**src/rtl/depermuter_4x4_stream_if.sv**
```systemverilog
// Handshake bundle for the 4-lane depermuter: control-code stream, permuted input beats, restored output.
// The slave modport is the depermuter side; the master modport is the producer/consumer side.
interface depermuter_4x4_stream_if #(
  parameter int SIZE      = 4,
  parameter int CTL_DEPTH = 4
);
  localparam int LW = $clog2(CTL_DEPTH) + 1;

  logic                  flush;
  logic                  ctl_valid;
  logic                  ctl_ready;
  logic [1:0]            ctl_data;
  logic                  in_valid;
  logic                  in_ready;
  logic [3:0][SIZE-1:0]  in_data;
  logic                  out_valid;
  logic                  out_ready;
  logic [3:0][SIZE-1:0]  out_data;
  logic [1:0]            out_ctl;
  logic [LW-1:0]         ctl_level;

  modport slave (
    input  flush, ctl_valid, ctl_data, in_valid, in_data, out_ready,
    output ctl_ready, in_ready, out_valid, out_data, out_ctl, ctl_level
  );

  modport master (
    output flush, ctl_valid, ctl_data, in_valid, in_data, out_ready,
    input  ctl_ready, in_ready, out_valid, out_data, out_ctl, ctl_level
  );
endinterface

```
**src/rtl/depermuter_4x4_stream.sv**
```systemverilog
// Restores lane order of permuted 4-lane beats using codes queued in a small FIFO; one output register,
// latency 1, full throughput; input stalls on empty FIFO or held output (out_valid & !out_ready).
module depermuter_4x4_stream #(
  parameter int SIZE      = 4,
  parameter int CTL_DEPTH = 4
) (
  input logic                    clk,
  input logic                    rst,
  depermuter_4x4_stream_if.slave bus
);
  localparam int AW = $clog2(CTL_DEPTH);
  localparam int LW = AW + 1;

  logic [1:0]           mem_q [CTL_DEPTH];
  logic [AW-1:0]        wr_ptr_q, wr_ptr_d;
  logic [AW-1:0]        rd_ptr_q, rd_ptr_d;
  logic [LW-1:0]        level_q, level_d;
  logic                 out_valid_q, out_valid_d;
  logic [3:0][SIZE-1:0] out_data_q, out_data_d;
  logic [1:0]           out_ctl_q, out_ctl_d;

  logic                 push, pop, can_load;
  logic [1:0]           head;
  logic [3:0][SIZE-1:0] restored;

  // ctl_ready looks only at the registered level, so a same-cycle pop never frees a slot early.
  assign bus.ctl_ready = (level_q < LW'(CTL_DEPTH));
  assign can_load      = !out_valid_q || bus.out_ready;
  assign bus.in_ready  = (level_q != '0) && can_load && !bus.flush;

  assign push = bus.ctl_valid && bus.ctl_ready && !bus.flush;
  assign pop  = bus.in_valid && bus.in_ready;
  assign head = mem_q[rd_ptr_q];

  always_comb begin
    restored = '0;
    for (int i = 0; i < 4; i++) begin
      restored[i] = bus.in_data[2'(i) ^ head];
    end
  end

  always_comb begin
    wr_ptr_d    = wr_ptr_q;
    rd_ptr_d    = rd_ptr_q;
    level_d     = level_q;
    out_valid_d = out_valid_q;
    out_data_d  = out_data_q;
    out_ctl_d   = out_ctl_q;
    if (bus.flush) begin
      wr_ptr_d    = '0;
      rd_ptr_d    = '0;
      level_d     = '0;
      out_valid_d = 1'b0;
    end else begin
      if (push) wr_ptr_d = wr_ptr_q + AW'(1);
      if (pop)  rd_ptr_d = rd_ptr_q + AW'(1);
      case ({push, pop})
        2'b10:   level_d = level_q + LW'(1);
        2'b01:   level_d = level_q - LW'(1);
        default: level_d = level_q;
      endcase
      if (pop) begin
        out_valid_d = 1'b1;
        out_data_d  = restored;
        out_ctl_d   = head;
      end else if (out_valid_q && bus.out_ready) begin
        out_valid_d = 1'b0;
      end
    end
  end

  always_ff @(posedge clk or posedge rst) begin
    if (rst) begin
      wr_ptr_q    <= '0;
      rd_ptr_q    <= '0;
      level_q     <= '0;
      out_valid_q <= 1'b0;
      out_data_q  <= '0;
      out_ctl_q   <= '0;
    end else begin
      wr_ptr_q    <= wr_ptr_d;
      rd_ptr_q    <= rd_ptr_d;
      level_q     <= level_d;
      out_valid_q <= out_valid_d;
      out_data_q  <= out_data_d;
      out_ctl_q   <= out_ctl_d;
    end
  end

  // Storage needs no reset: the level gates every read.
  always_ff @(posedge clk) begin
    if (push) mem_q[wr_ptr_q] <= bus.ctl_data;
  end

  assign bus.out_valid = out_valid_q;
  assign bus.out_data  = out_data_q;
  assign bus.out_ctl   = out_ctl_q;
  assign bus.ctl_level = level_q;
endmodule

```
**src/flat_wrapper.sv**
```systemverilog
// flat-port wrapper written by rule: the top's interface ports become plain ports
module depermuter_4x4_stream_flat 
#(
  parameter int SIZE      = 4,
  parameter int CTL_DEPTH = 4
)
  (clk, rst, bus_flush, bus_ctl_valid, bus_ctl_data, bus_in_valid, bus_in_data, bus_out_ready, bus_ctl_ready, bus_in_ready, bus_out_valid, bus_out_data, bus_out_ctl, bus_ctl_level);
  depermuter_4x4_stream_if #(.SIZE(SIZE), .CTL_DEPTH(CTL_DEPTH)) bus_i ();
  input logic clk;
  input logic rst;
  input wire logic [$bits(bus_i.flush)-1:0] bus_flush;
  input wire logic [$bits(bus_i.ctl_valid)-1:0] bus_ctl_valid;
  input wire logic [$bits(bus_i.ctl_data)-1:0] bus_ctl_data;
  input wire logic [$bits(bus_i.in_valid)-1:0] bus_in_valid;
  input wire logic [$bits(bus_i.in_data)-1:0] bus_in_data;
  input wire logic [$bits(bus_i.out_ready)-1:0] bus_out_ready;
  output wire logic [$bits(bus_i.ctl_ready)-1:0] bus_ctl_ready;
  output wire logic [$bits(bus_i.in_ready)-1:0] bus_in_ready;
  output wire logic [$bits(bus_i.out_valid)-1:0] bus_out_valid;
  output wire logic [$bits(bus_i.out_data)-1:0] bus_out_data;
  output wire logic [$bits(bus_i.out_ctl)-1:0] bus_out_ctl;
  output wire logic [$bits(bus_i.ctl_level)-1:0] bus_ctl_level;
  assign bus_i.flush = bus_flush;
  assign bus_i.ctl_valid = bus_ctl_valid;
  assign bus_i.ctl_data = bus_ctl_data;
  assign bus_i.in_valid = bus_in_valid;
  assign bus_i.in_data = bus_in_data;
  assign bus_i.out_ready = bus_out_ready;
  assign bus_ctl_ready = bus_i.ctl_ready;
  assign bus_in_ready = bus_i.in_ready;
  assign bus_out_valid = bus_i.out_valid;
  assign bus_out_data = bus_i.out_data;
  assign bus_out_ctl = bus_i.out_ctl;
  assign bus_ctl_level = bus_i.ctl_level;
  depermuter_4x4_stream #(.SIZE(SIZE), .CTL_DEPTH(CTL_DEPTH)) u_core (.clk(clk), .rst(rst), .bus(bus_i));
endmodule
```
**config.mk**
```make
export PLATFORM = sky130hd
export DESIGN_NAME = depermuter_4x4_stream_flat
export DESIGN_NICKNAME = d
export VERILOG_FILES = /design/src/rtl/depermuter_4x4_stream_if.sv /design/src/rtl/depermuter_4x4_stream.sv /design/src/flat_wrapper.sv
export SDC_FILE = /design/constraint.sdc
export NUM_CORES = 1
export LEC_CHECK = 0
export CAP_MARGIN = 20
export CORE_ASPECT_RATIO = 2
export CORE_MARGIN = 1
export CORE_UTILIZATION = 45
export DETAILED_ROUTE_END_ITERATION = 10
export PLACE_DENSITY = 0.81
export SYNTH_ARGS = -nofsm -noshare
export SYNTH_HDL_FRONTEND = slang
export SYNTH_SLANG_ARGS = --single-unit
```
**constraint.sdc**
```tcl
create_clock -name clk -period 3 [get_ports clk]
set_input_delay 0.9 -clock clk [delete_from_list [all_inputs] [get_ports clk]]
set_output_delay 0.9 -clock clk [all_outputs]
set_load 0.05 [all_outputs]
```
==> results of run 1 <==
-- cell usage after synthesis, drive strengths merged --
master	count	area share, %
xnor2	3	1.4
and3	5	1.7
buf	5	2.9
fa	1	1.1
inv	5	1.0
o21ai	15	5.4
nand2b	1	0.34
and4	1	0.48
o22ai	1	0.34
or3	1	0.34
nor2	9	1.9
a21o	1	0.41
edfxtp	8	13
nor3	1	0.27
a221oi	2	0.96
nand4	1	0.34
ha	4	2.7
dfrtp	26	36
nand2	22	4.5
nor2b	2	0.69
mux2	15	9.3
mux4	2	2.5
clkbuf	5	1.0
a21oi	2	0.55
and2	1	0.48
mux2i	19	10
-- power by group through the flow --
| stage | Clock (mW) | Combinational (mW) | Sequential [mW] |
|---|---|---|---|
| floorplan | 0 | 0.375 | 1.13 |
| global placement | 0 | 1.15 | 0.701 |
| detailed placement | 0 | 1.18 | 0.711 |
| CTS | 0.357 | 1.18 | 0.704 |
| global route | 0.375 | 1.25 | 0.719 |
| finish | 0.351 | 1.17 | 0.703 |
-- layer usage --
metal	vias up	wire, um	global-route usage, %
li1	654	-	-
met1	658	1380	20.3
met2	38	2230	36.1
met3	5	157	4.33
met4	0	48	8.81
met5	-	0	0
-- worst paths after layout --
| path | end | slack, ps | depth (start not counted) |
|---|---|---|---|
| worst max-delay path | bus_in_ready | 240 | 4 |
| worst max register to register | u_core.bus.out_data[9] | 1000 | 4 |
| worst min register to register | u_core.bus.out_data[14] | 480 | 2 |
| worst min-delay path | u_core.bus.out_data[14] | 480 | 2 |
| max in group asynchronous | u_core.bus.out_data[10] | 1790 | 3 |
| min in group asynchronous | u_core.bus.out_valid | 960 | 3 |
-- area by class of cell --
type | count | area [um^2]
Tap cell | 51 | 63.8
Sequential cell | 34 | 891
Multi-Input combinational cell | 109 | 841
Inverter | 5 | 18.8
Clock inverter | 2 | 12.5
Clock buffer | 6 | 82.6
Fill cell | 319 | 1410
Timing Repair Buffer | 53 | 526
-- per-stage QoR --
step	hold slack [ps]	total power [mW]	worst slack, ps	instances
CTS	484	2.24	233	260
finish	481	2.23	242	260
floorplan	482	1.51	445	158
detailed placement	469	1.89	239	252
global route	507	2.34	188	260
global placement	462	1.85	264	252
-- state kept, by name (all words and copies together), names as in the netlist --
name	flops
u_core.bus.ctl_level	3
u_core.bus.out_ctl	2
u_core.bus.out_data	16
u_core.bus.out_valid	1
u_core.mem_q	8
u_core.rd_ptr_q	2
u_core.wr_ptr_q	2
-- worst max-delay path: cells and delay by family --
kind	cells	cell delay, ps
simple gates	2	360
buf+inv	2	590
-- cell families after synthesis --
family                   count (synthesis)  synth area share [%]
AND/OR/NAND/NOR                         44                  11.1
AO/OA/AOI/OAI                           21                  7.62
multiplexers                            36                  22.2
flip-flops                              34                  48.9
buffers and inverters                   15                  4.95
XOR/XNOR                                 3                  1.44
adder cells (fa/ha/maj)                  5                  3.85
==> summary.md, run 1 <==
| Metric | Value |
|---|---|
| Hold_sp | `u_core.bus.out_data[14]` |
| Distinct cells, synth | `31` |
| Most common cell after layout, fill and taps aside | `clkdlybuf4s50_1` |
| Final Core Density | `63.3%` |
| Initial core utilization | `47.4%` |
| Clk_lat worst skew | `290 ps` |
| Clock input transition at the sequential cells of the worst setup and hold paths | `60 ps` |
| Layout cells sized above 1 | `17.2%` |
| Core Area | `3840 um^2` |
| Die ar. | `4320 um^2` |
| Number of gates resized after CTS | `0` |
| Io pins | `48` |
| Worst EP required | `2100 ps` |
| Max H-tree Level | `2` |
| Comb power frac | `52.7%` |
| Internal power | `1.23 mW` |
| # rows | `32` |
| PwrDens | `915 nW/um^2` |
| Startpoint Class | `primary input` |
| Peak supply drop | `0.505 mV` |
| Avg WL per Cell | `14.7 um` |
| Crit path time final | `2760 ps` |
| Initial antenna violation count | `0` |
| Setup CP Type | `in2out` |
| Area Growth Syn to Fin | `33.7%` |
| Port bufs | `47` |
| N_diodes | `0` |
| First-pass GRT wire length | `6200 um` |
| Antenna Violating Nets Remaining | `0` |
| CTS tree | `built` |
| Crit-path slowest cell | `clkdlybuf4s50_1` |
| CP Cell Sequence | `clkdlybuf4s50_1 -> nand2b_1 -> and3_1 -> buf_12` |
| Die span in x | `47.0 um` |
| Placed instance area | `2340 um^2` |
| Avg Synthesized Cell Area | `11.5 um^2` |
| Final hold violation count | `0` |
| Fin. max-slew vios | `0` |
| Design area | `2430 um^2` |
| Slew HR | `65.5%` |
| Flops & latches, synth | `34` |
| Register area share after synthesis | `48.9%` |
| Hold-fix buffers at CTS | `0` |
| Vias in the first global route | `1418` |
| Clk buf depth | `2` |
| Max-cap viol count | `0` |
| Worst r2r src | `u_core.rd_ptr_q[0]` |
| RSZ-0062 raised after global routing | `no` |
| GP Congestion | `0.737` |
| Worst Hold Class | `reg2reg` |
| Drt first pass iters | `4` |
| Final WL | `3820 um` |
| Final period utilization | `91.9%` |
| Leak Pwr | `1.07 nW` |
| Vias | `1355` |
| Setup violators final | `0` |
| Setup Buffers After CTS | `0` |
| GRT overflow | `0` |
| Clk_skew | `9.28 ps` |
| Most frequent cells in the layout | `46 x clkdlybuf4s50_1, 26 x dfrtp_1, 22 x nand2_1` |
| Clk sink count | `34` |
| HPWL Detailed | `2880 um` |
| Critical path fanouts, max | `4` |
| Cells after synthesis | `158` |
| Global Route Usage Sum | `20.1%` |
| Least-Margin Pin Slew | `516 ps` |
| Clk pwr share | `15.8%` |
| Chip Height | `92.0 um` |
| CP peak stage delay | `440 ps` |
| Nets | `237` |
| Setup crit start | `bus_out_ready` |
| Switch share | `44.8%` |
| Sw Pwr | `997 uW` |
| Post-DR vias/cell | `5.21` |
| Cell area after synthesis | `1820 um^2` |
| Largest net degree at the start of global routing | `34` |
| Fin Setup TNS | `0 ps` |
| Clock Tree Root | `clkbuf_8` |
| Yosys warnings | `0` |
| Num CTS Buffers | `5` |
| CP Capture Type | `primary output` |
| Crit path arrival time | `1860 ps` |
| Post-Syn Nets | `187` |
| Fmax | `0.363 GHz` |
| Seq pwr share | `31.6%` |
| Drt drc | `0` |
| Initial drt markers | `19` |
| Run status | `complete, no violations` |
Power figures use the tool's default switching activity.
==> inputs of run 2 (changes only) <==
--- a/config.mk
+++ b/config.mk
@@ -5,12 +5,14 @@
 export SDC_FILE = /design/constraint.sdc
 export NUM_CORES = 1
 export LEC_CHECK = 0
+export ABC_CLOCK_PERIOD_IN_PS = 3000
 export CAP_MARGIN = 20
 export CORE_ASPECT_RATIO = 2
 export CORE_MARGIN = 1
 export CORE_UTILIZATION = 45
 export DETAILED_ROUTE_END_ITERATION = 10
 export PLACE_DENSITY = 0.81
+export SKIP_LAST_GASP = 1
 export SYNTH_ARGS = -nofsm -noshare
 export SYNTH_HDL_FRONTEND = slang
 export SYNTH_SLANG_ARGS = --single-unit
==> results of run 2 <==
Final layout, timing and power as in run 1 (identical DEF).
==> inputs of run 3 (changes only) <==
--- a/config.mk
+++ b/config.mk
@@ -11,6 +11,7 @@
 export CORE_MARGIN = 1
 export CORE_UTILIZATION = 45
 export DETAILED_ROUTE_END_ITERATION = 10
+export HOLD_SLACK_MARGIN = 0.15
 export PLACE_DENSITY = 0.81
 export SKIP_LAST_GASP = 1
 export SYNTH_ARGS = -nofsm -noshare
==> results of run 3 <==
Final layout, timing and power as in run 1 (identical DEF).
